`src/rtl/apb_gpio_bank.sv`:
```
// APB GPIO bank: one register bank of the SPI GPIO expander.
// Holds output data/direction, synchronises input pins, detects per-pin
// edges into a sticky status register and raises a level interrupt.
module apb_gpio_bank #(
   parameter int DATA_WIDTH  = 8,
   parameter int ADDR_WIDTH  = 3,
   parameter int WAIT_STATES = 1
) (
   input  logic                  pclk,
   input  logic                  reset,
   input  logic                  psel,
   input  logic                  penable,
   input  logic                  pwrite,
   input  logic [ADDR_WIDTH-1:0] paddr,
   input  logic [DATA_WIDTH-1:0] pwdata,
   output logic [DATA_WIDTH-1:0] prdata,
   output logic                  pready,
   input  logic [DATA_WIDTH-1:0] gpio_in,
   output logic [DATA_WIDTH-1:0] gpio_out,
   output logic [DATA_WIDTH-1:0] gpio_oe,
   output logic                  irq
);

   typedef enum logic [1:0] {IDLE, WAIT, DONE} state_t;

   localparam logic [ADDR_WIDTH-1:0] A_DATA_OUT   = ADDR_WIDTH'(0);
   localparam logic [ADDR_WIDTH-1:0] A_DIR        = ADDR_WIDTH'(1);
   localparam logic [ADDR_WIDTH-1:0] A_DATA_IN    = ADDR_WIDTH'(2);
   localparam logic [ADDR_WIDTH-1:0] A_IRQ_EN     = ADDR_WIDTH'(3);
   localparam logic [ADDR_WIDTH-1:0] A_IRQ_STATUS = ADDR_WIDTH'(4);
   localparam logic [ADDR_WIDTH-1:0] A_IRQ_EDGE   = ADDR_WIDTH'(5);
   localparam logic [ADDR_WIDTH-1:0] A_OUT_SET    = ADDR_WIDTH'(6);
   localparam logic [ADDR_WIDTH-1:0] A_OUT_CLR    = ADDR_WIDTH'(7);

   // Last wait-state count value; unused when WAIT_STATES is zero.
   localparam int              CNT_LAST_I = (WAIT_STATES > 0) ? WAIT_STATES - 1 : 0;
   localparam logic [3:0]      CNT_LAST   = 4'(CNT_LAST_I);

   state_t                  state_reg, state_next;
   logic [3:0]              cnt_reg, cnt_next;
   logic [ADDR_WIDTH-1:0]   addr_reg, addr_next;
   logic                    write_reg, write_next;
   logic [DATA_WIDTH-1:0]   wdata_reg, wdata_next;

   logic [DATA_WIDTH-1:0]   data_out_reg, data_out_next;
   logic [DATA_WIDTH-1:0]   dir_reg, dir_next;
   logic [DATA_WIDTH-1:0]   irq_en_reg, irq_en_next;
   logic [DATA_WIDTH-1:0]   irq_status_reg, irq_status_next;
   logic [DATA_WIDTH-1:0]   irq_edge_reg, irq_edge_next;
   logic [DATA_WIDTH-1:0]   w1c_mask;

   logic [DATA_WIDTH-1:0]   sync1_reg, sync2_reg, prev_reg;
   logic [DATA_WIDTH-1:0]   event_vec;
   logic [DATA_WIDTH-1:0]   rd_data;
   logic [DATA_WIDTH-1:0]   prdata_reg;
   logic                    pready_reg;
   logic                    irq_reg;

   // Per-pin edge event, polarity chosen by the matching IRQ_EDGE bit.
   for (genvar gi = 0; gi < DATA_WIDTH; gi++) begin : g_edge
      assign event_vec[gi] = irq_edge_reg[gi] ? (sync2_reg[gi] & ~prev_reg[gi])
                                              : (~sync2_reg[gi] & prev_reg[gi]);
   end

   // Transfer FSM next state; the request is latched on entry from IDLE.
   always_comb begin
      state_next = state_reg;
      cnt_next   = cnt_reg;
      addr_next  = addr_reg;
      write_next = write_reg;
      wdata_next = wdata_reg;
      case (state_reg)
         IDLE: begin
            if (psel && penable) begin
               addr_next  = paddr;
               write_next = pwrite;
               wdata_next = pwdata;
               cnt_next   = 4'd0;
               state_next = (WAIT_STATES == 0) ? DONE : WAIT;
            end
         end
         WAIT: begin
            if (!psel) begin
               state_next = IDLE;
            end else if (cnt_reg == CNT_LAST) begin
               state_next = DONE;
            end else begin
               cnt_next = cnt_reg + 4'd1;
            end
         end
         DONE:    state_next = IDLE;
         default: state_next = IDLE;
      endcase
   end

   // Read mux on the address that will be current in DONE.
   always_comb begin
      rd_data = '0;
      case (addr_next)
         A_DATA_OUT:   rd_data = data_out_reg;
         A_DIR:        rd_data = dir_reg;
         A_DATA_IN:    rd_data = sync2_reg;
         A_IRQ_EN:     rd_data = irq_en_reg;
         A_IRQ_STATUS: rd_data = irq_status_reg;
         A_IRQ_EDGE:   rd_data = irq_edge_reg;
         default:      rd_data = '0;
      endcase
   end

   // Register writes commit at the edge ending DONE; hardware set beats W1C.
   always_comb begin
      data_out_next = data_out_reg;
      dir_next      = dir_reg;
      irq_en_next   = irq_en_reg;
      irq_edge_next = irq_edge_reg;
      w1c_mask      = '0;
      if (state_reg == DONE && write_reg) begin
         case (addr_reg)
            A_DATA_OUT:   data_out_next = wdata_reg;
            A_DIR:        dir_next      = wdata_reg;
            A_IRQ_EN:     irq_en_next   = wdata_reg;
            A_IRQ_STATUS: w1c_mask      = wdata_reg;
            A_IRQ_EDGE:   irq_edge_next = wdata_reg;
            A_OUT_SET:    data_out_next = data_out_reg | wdata_reg;
            A_OUT_CLR:    data_out_next = data_out_reg & ~wdata_reg;
            default:      data_out_next = data_out_reg;
         endcase
      end
      irq_status_next = (irq_status_reg & ~w1c_mask) | event_vec;
   end

   // FSM, request latch and registered bus outputs.
   always_ff @(posedge pclk) begin
      if (reset) begin
         state_reg  <= IDLE;
         cnt_reg    <= 4'd0;
         addr_reg   <= '0;
         write_reg  <= 1'b0;
         wdata_reg  <= '0;
         pready_reg <= 1'b0;
         prdata_reg <= '0;
      end else begin
         state_reg  <= state_next;
         cnt_reg    <= cnt_next;
         addr_reg   <= addr_next;
         write_reg  <= write_next;
         wdata_reg  <= wdata_next;
         pready_reg <= (state_next == DONE);
         prdata_reg <= (state_next == DONE) ? rd_data : '0;
      end
   end

   // Control/status registers and the registered interrupt line.
   always_ff @(posedge pclk) begin
      if (reset) begin
         data_out_reg   <= '0;
         dir_reg        <= '0;
         irq_en_reg     <= '0;
         irq_status_reg <= '0;
         irq_edge_reg   <= '0;
         irq_reg        <= 1'b0;
      end else begin
         data_out_reg   <= data_out_next;
         dir_reg        <= dir_next;
         irq_en_reg     <= irq_en_next;
         irq_status_reg <= irq_status_next;
         irq_edge_reg   <= irq_edge_next;
         irq_reg        <= |(irq_status_reg & irq_en_reg);
      end
   end

   // Two-flop input synchroniser plus a previous-value flop for edges.
   always_ff @(posedge pclk) begin
      if (reset) begin
         sync1_reg <= '0;
         sync2_reg <= '0;
         prev_reg  <= '0;
      end else begin
         sync1_reg <= gpio_in;
         sync2_reg <= sync1_reg;
         prev_reg  <= sync2_reg;
      end
   end

   assign prdata   = prdata_reg;
   assign pready   = pready_reg;
   assign gpio_out = data_out_reg;
   assign gpio_oe  = dir_reg;
   assign irq      = irq_reg;

endmodule

```
`config.mk`:
```
export PLATFORM = sky130hd
export DESIGN_NAME = apb_gpio_bank
export DESIGN_NICKNAME = d
export VERILOG_FILES = /design/src/rtl/apb_gpio_bank.sv
export SDC_FILE = /design/constraint.sdc
export NUM_CORES = 1
export LEC_CHECK = 0
export ABC_CLOCK_PERIOD_IN_PS = 2400
export BUFFER_PORTS_ARGS = -buffer_cell sky130_fd_sc_hd__buf_2
export CAP_MARGIN = 40
export CORE_ASPECT_RATIO = 1.75
export CORE_MARGIN = 4
export CORE_UTILIZATION = 57
export CTS_BUF_LIST = sky130_fd_sc_hd__clkbuf_16
export CTS_CLUSTER_DIAMETER = 80
export DETAILED_ROUTE_END_ITERATION = 7
export PLACE_DENSITY = 0.79
export SLEW_MARGIN = 20
export SYNTH_ARGS = -nofsm -noshare
export SYNTH_HDL_FRONTEND = slang
export SYNTH_SLANG_ARGS = --single-unit
export TNS_END_PERCENT = 100
```
`constraint.sdc`:
```
create_clock -name pclk -period 2.4 [get_ports pclk]
set_input_delay 0.12 -clock pclk [delete_from_list [all_inputs] [get_ports pclk]]
set_output_delay 0.12 -clock pclk [all_outputs]
set_load 0.02 [all_outputs]
```
==> flow_metrics.py, run 1 <==
metrics = {
    "outcome": {
        "status": "completed",
    },
    "routing": {
        "drtAntennaViolNets": 0,
        "vias_per_cell": 5.92,
        "drt-total-wl_um": 10100,
        "drtPass1Iterations": 5,
        "drtIter0Drc": 350,
        "routed-via-count": 3382,
        "wl_per_cell_um": 17.7,
        "route.detailed.drc": 0,
    },
    "critical_path": {
        "worstPathArrival_ps": 2340,
        "slowest_stage": "and4bb_2",
        "crit_family": "simple AND/OR/NAND/NOR gates",
        "startpoint_type": "flip-flop",
        "end_kind": "flip-flop",
        "cp_cell_sequence": "and4bb_2 -> mux2_2 -> a221oi_1 -> o21ai_0 -> and3_1",
        "max_stage_delay_ps": 560,
        "path_class": "flip-flop to flip-flop",
        "critPathBufInv": 0,
        "required_ps": 2620,
        "cp_max_fo": 13,
    },
    "final_layout": {
        "fin_nets": 511,
        "final_util_pct": 70.1,
        "fin_cells": 571,
        "final_area_um2": 4580,
        "drive_gt1_share_pct": 17.6,
        "area_growth_pct": 19.3,
        "diodes": 0,
    },
    "floorplan": {
        "ioPinCount": 50,
        "fp.dieH_um": 117,
        "fp.dieW_um": 70.1,
        "initial_core_util_pct": 58.8,
        "coreArea_um2": 6540,
        "rows": 39,
        "die_area_um2": 8170,
    },
    "sta": {
        "period_share_pct": 88.2,
        "slew_headroom_pct": 45.7,
        "period_needed_ps": 2120,
        "tns_ps": 0,
        "hold_viol_final": 0,
        "slew_violations": 0,
        "worstMarginPinSlew_ps": 814,
        "fmax_ghz": 0.473,
        "setup_violations": 0,
        "rsz0062_at_grt": "no",
        "fin_skew_ps": 5.95,
    },
    "yosys": {
        "synth_top_cell_area_share_pct": 47.9,
        "ys_types": 41,
        "synthTopCellsByCount": "92 x dfxtp_1, 63 x nor2_1, 57 x nand2_1",
        "async_flop_share_pct": 0,
        "syn_nets": 452,
        "synth-edff-count": 0,
        "synth-seq-area-share_pct": 47.9,
        "avgSynthCellArea_um2": 9.02,
        "ys.flop_type": "dfxtp_1",
        "yosysTopAreaCell": "dfxtp_1",
        "ys_seq_elements": 92,
        "synth_area_leaders": "dfxtp_1 48%, mux2i_1 9.1%, nor2_1 6.2%",
        "yosysMostFrequentCell": "dfxtp_1",
        "yosysWarnings": 0,
        "syn_inst": 426,
        "syn_area_um2": 3840,
    },
    "clock_tree": {
        "clockBufferDepth": 2,
        "cts_max_level": 3,
        "cts_tree": "built",
        "clkSinkCount": 92,
        "clkLatencyLatePin_ps": 330,
        "cts_buffers": 9,
        "clk_pin_slew_worst_paths_ps": 60,
        "cts-root-buf": "clkbuf_16",
        "cts_resized": 0,
    },
    "grt": {
        "grt_pass1_vias": 3229,
        "grt_max_degree": 83,
        "grt_first_pass_wirelength_um": 16200,
        "gr-total-overflow": 0,
        "antenna_found_initial": 0,
        "track_usage_pct": 25.8,
    },
    "placed_design": {
        "hpwl_um": 7220,
        "place_area_um2": 4210,
        "gp_routability_congestion": 0.915,
        "placed_cells": 549,
        "io_buffers": 49,
    },
    "pwr": {
        "peakVddDrop_v": 0.000558,
        "powerDensity_nw_per_um2": 710,
        "leakagePower_nw": 1.89,
        "power.total_w": 0.00325,
    },
    "job": {
        "drv_cap": 0,
    },
    "worst_hold_path": {
        "hold_path_class": "primary input to flip-flop",
    },
}
## worst reg2reg max path, stage by stage (launching register included)
cell and delay (ps):
dfxtp_1 340, and4bb_2 560, mux2_2 450, a221oi_1 310
o21ai_0 150, and3_1 190
## report_power, final
group	total (W)	switching, W	internal [W]
combinational	0.000205	0.000115	0.0000901
clock	0.00145	0.000552	0.000898
sequential	0.00160	0.0000393	0.00156
total	0.00325	0.000706	0.00255
## repair_timing
item,CTS,global route
hold endpoints to repair,7,0
buffers inserted,0,0
setup endpoints to repair,0,0
hold buffers,7,0
## layout by cell type, fill, tap and decap left out, drive strengths merged, types with 4 or more instances in the layout
cell and instances:
nor2b 31, dfxtp 92, nor3 4, nand3b 6, nand3 8, buf 62
dlygate4sd3 7, mux2 5, nand2 57, inv 5, nor2 65, a21oi 23
mux2i 37, a22oi 7, a221oi 17, clkbuf 9, o21ai 15
## cells by family after synthesis
| kind of cell | count (synthesis) | share of synthesized area, % |
|---|---|---|
| adder cells (fa/ha/maj) | 2 | 0.651 |
| buffers and inverters | 25 | 2.80 |
| flip-flops | 92 | 47.9 |
| AO/OA/AOI/OAI | 76 | 13.4 |
| AND/OR/NAND/NOR | 187 | 23.0 |
| XOR/XNOR | 2 | 0.456 |
| multiplexers | 42 | 11.8 |
## metrics by stage
stage | hold WS (ps) | setup slack [ps]
after floorplan | 248 | 501
final | 13.5 | 284
after global placement | 327 | 412
after detailed placement | 332 | 342
after CTS | 14.9 | 336
after global routing | 25.6 | 204
## final cells by class
cell class | instances | area [µm²]
fillers | 537 | 1950
repair buffers | 69 | 425
flip-flops and latches | 92 | 1840
inverters | 4 | 15.0
well taps | 82 | 103
multi-input cells | 309 | 1890
clock inverters | 6 | 81.3
clock buffers | 9 | 225
## worst paths after layout
| path | from | depth (start not counted) | endpoint | slack (ps) |
|---|---|---|---|---|
| setup / recovery | state_reg[0] | 5 | prdata[4] | 280 |
| hold / removal | gpio_in[4] | 2 | sync1_reg[4] | 10 |
| setup reg to reg | state_reg[0] | 5 | prdata[4] | 280 |
| hold reg to reg | sync1_reg[6] | 1 | sync2_reg[6] | 440 |
## layer usage
metal,vias to the layer above,wire [µm],GRT usage (%)
li1,1602,-,-
met1,1599,3910,29.2
met2,138,4990,43.4
met3,43,530,4.13
met4,0,657,19.6
met5,-,0,0
No activity file was read; power rests on OpenSTA's default activity.
==> inputs of run 2 (changes only) <==
--- a/config.mk
+++ b/config.mk
@@ -15,6 +15,7 @@
 export CTS_CLUSTER_DIAMETER = 80
 export DETAILED_ROUTE_END_ITERATION = 7
 export PLACE_DENSITY = 0.79
+export REMOVE_ABC_BUFFERS = 1
 export SLEW_MARGIN = 20
 export SYNTH_ARGS = -nofsm -noshare
 export SYNTH_HDL_FRONTEND = slang
==> run 2 against run 1 <==
Effect of this change:
- global-route usage decreased by 1.0 points
- total power increased by 0.15%
- critical endpoint is now prdata[1]
- combinational power increased by 3%
- highest routed layer unchanged
- wire length decreased by 4.2%
- sequential share of layout area decreased by 0.39 points
- non-clock buffer count increased by 3
- utilization increased by 0.69 points
- die area unchanged
==> flow_metrics.py, run 2 (synthesized netlist as in run 1, its figures left out) <==
metrics = {
    "outcome": {
        "status": "completed",
    },
    "floorplan": {
        "ioPinCount": 50,
        "coreArea_um2": 6540,
        "fp.dieW_um": 70.1,
        "rows": 39,
        "fp.dieH_um": 117,
        "die_area_um2": 8170,
        "initial_core_util_pct": 58.8,
    },
    "grt": {
        "gr-total-overflow": 0,
        "grt_first_pass_wirelength_um": 15700,
        "grt_pass1_vias": 3167,
        "grt_max_degree": 83,
        "antenna_found_initial": 0,
        "track_usage_pct": 24.8,
    },
    "pwr": {
        "powerDensity_nw_per_um2": 704,
        "pwr-share-clk_pct": 44.6,
        "leakagePower_nw": 1.92,
        "power.switching_w": 0.000708,
        "combPwrFrac_pct": 6.5,
        "power.internal_w": 0.00255,
        "p_sw_share_pct": 21.7,
        "p_seq_share_pct": 49.0,
        "peakVddDrop_v": 0.000642,
    },
    "sta": {
        "period_needed_ps": 2190,
        "fmax_ghz": 0.457,
        "slew_headroom_pct": 53.1,
        "fin_skew_ps": 5.98,
        "slew_violations": 0,
        "worstMarginPinSlew_ps": 697,
        "setup_violations": 0,
        "tns_ps": 0,
        "rsz0062_at_grt": "no",
        "hold_viol_final": 0,
        "period_share_pct": 91.1,
    },
    "clock_tree": {
        "clockBufferDepth": 2,
        "cts-root-buf": "clkbuf_16",
        "cts_tree": "built",
        "post-cts-setup-buffer-count": 0,
        "cts_resized": 0,
        "cts_buffers": 9,
        "cts_max_level": 3,
        "clkLatencyLatePin_ps": 340,
        "hold_buffers": 7,
        "clkSinkCount": 92,
        "clk_pin_slew_worst_paths_ps": 60,
    },
    "routing": {
        "drtIter0Drc": 230,
        "vias_per_cell": 5.81,
        "wl_met1_um": 3840,
        "route.detailed.drc": 0,
        "dr_wl_met3_um": 582,
        "wl_per_cell_um": 16.8,
        "drt-total-wl_um": 9670,
        "routed-via-count": 3338,
        "drtPass1Iterations": 4,
        "highest_layer": "met4",
        "drtAntennaViolNets": 0,
        "wl_met2_um": 4920,
    },
    "final_layout": {
        "fin_nets": 514,
        "num-fill-cells": 521,
        "final_common_cell": "dfxtp_1",
        "drive_gt1_share_pct": 18.1,
        "layout_common_cells": "92 x dfxtp_1, 63 x nor2_1, 57 x nand2_1",
        "diodes": 0,
        "area_growth_pct": 20.5,
        "final_area_um2": 4630,
    },
    "critical_path": {
        "required_ps": 2670,
        "end_kind": "flip-flop",
        "path_class": "flip-flop to flip-flop",
        "cp_max_fo": 11,
        "startpoint_type": "flip-flop",
        "worstPathArrival_ps": 2460,
    },
    "placed_design": {
        "io_buffers": 49,
        "gp_routability_congestion": 0.945,
        "hpwl_um": 6830,
        "place_area_um2": 4220,
    },
    "job": {
        "drv_cap": 0,
    },
    "worst_hold_path": {
        "hold_path_class": "primary input to flip-flop",
    },
}
run 2: power groups by stage:
stage / clock, W / sequential, W / combinational (W)
2_1_floorplan: 0 / 0.00162 / 0.000107
3_3_place_gp: 0 / 0.00163 / 0.000188
3_5_place_dp: 0 / 0.00163 / 0.000193
4_1_cts: 0.00147 / 0.00159 / 0.000202
5_1_grt: 0.00153 / 0.00160 / 0.000229
6_report: 0.00145 / 0.00160 / 0.000211
run 2: per-layer routing:
metal	track usage (%)	vias up
met4	12.4	0
met1	28.8	1581
li1	-	1613
met5	0	-
met2	43.0	116
met3	5.17	28
run 2: final cells by class:
type / instances / area, µm² / share of cell area, %
clock buffers: 9 / 225 / 4.86
clock inverters: 7 / 83.8 / 1.81
inverters: 4 / 15.0 / 0.324
multi-input cells: 309 / 1890 / 40.9
flip-flops and latches: 92 / 1840 / 39.8
well taps: 82 / 103 / 2.22
repair buffers: 72 / 468 / 10.1
run 2: worst paths after layout:
| check | slack, ps | endpoint | startpoint | cells after the start |
|---|---|---|---|---|
| hold / removal | 5 | sync1_reg[0] | gpio_in[0] | 2 |
| setup reg to reg | 210 | prdata[1] | state_reg[1] | 4 |
| setup / recovery | 210 | prdata[1] | state_reg[1] | 4 |
| hold reg to reg | 440 | sync2_reg[7] | sync1_reg[7] | 1 |
run 2: critical path, stage by stage (launching register included):
cell	delay, ps
dfxtp_1	330
nand4bb_1	590
o31ai_1	820
a222oi_1	210
a21oi_1	170
run 2: through the flow:
step	setup slack [ps]	hold slack, ps	utilization (%)	total power, W	std cells
after floorplan	126	189	-	0.00173	405
after global placement	321	326	64.6	0.00182	551
after detailed placement	287	333	64.6	0.00182	551
after CTS	245	1.06	70.4	0.00327	574
after global routing	82.8	23.5	70.8	0.00336	575
final	213	5.19	70.8	0.00326	575
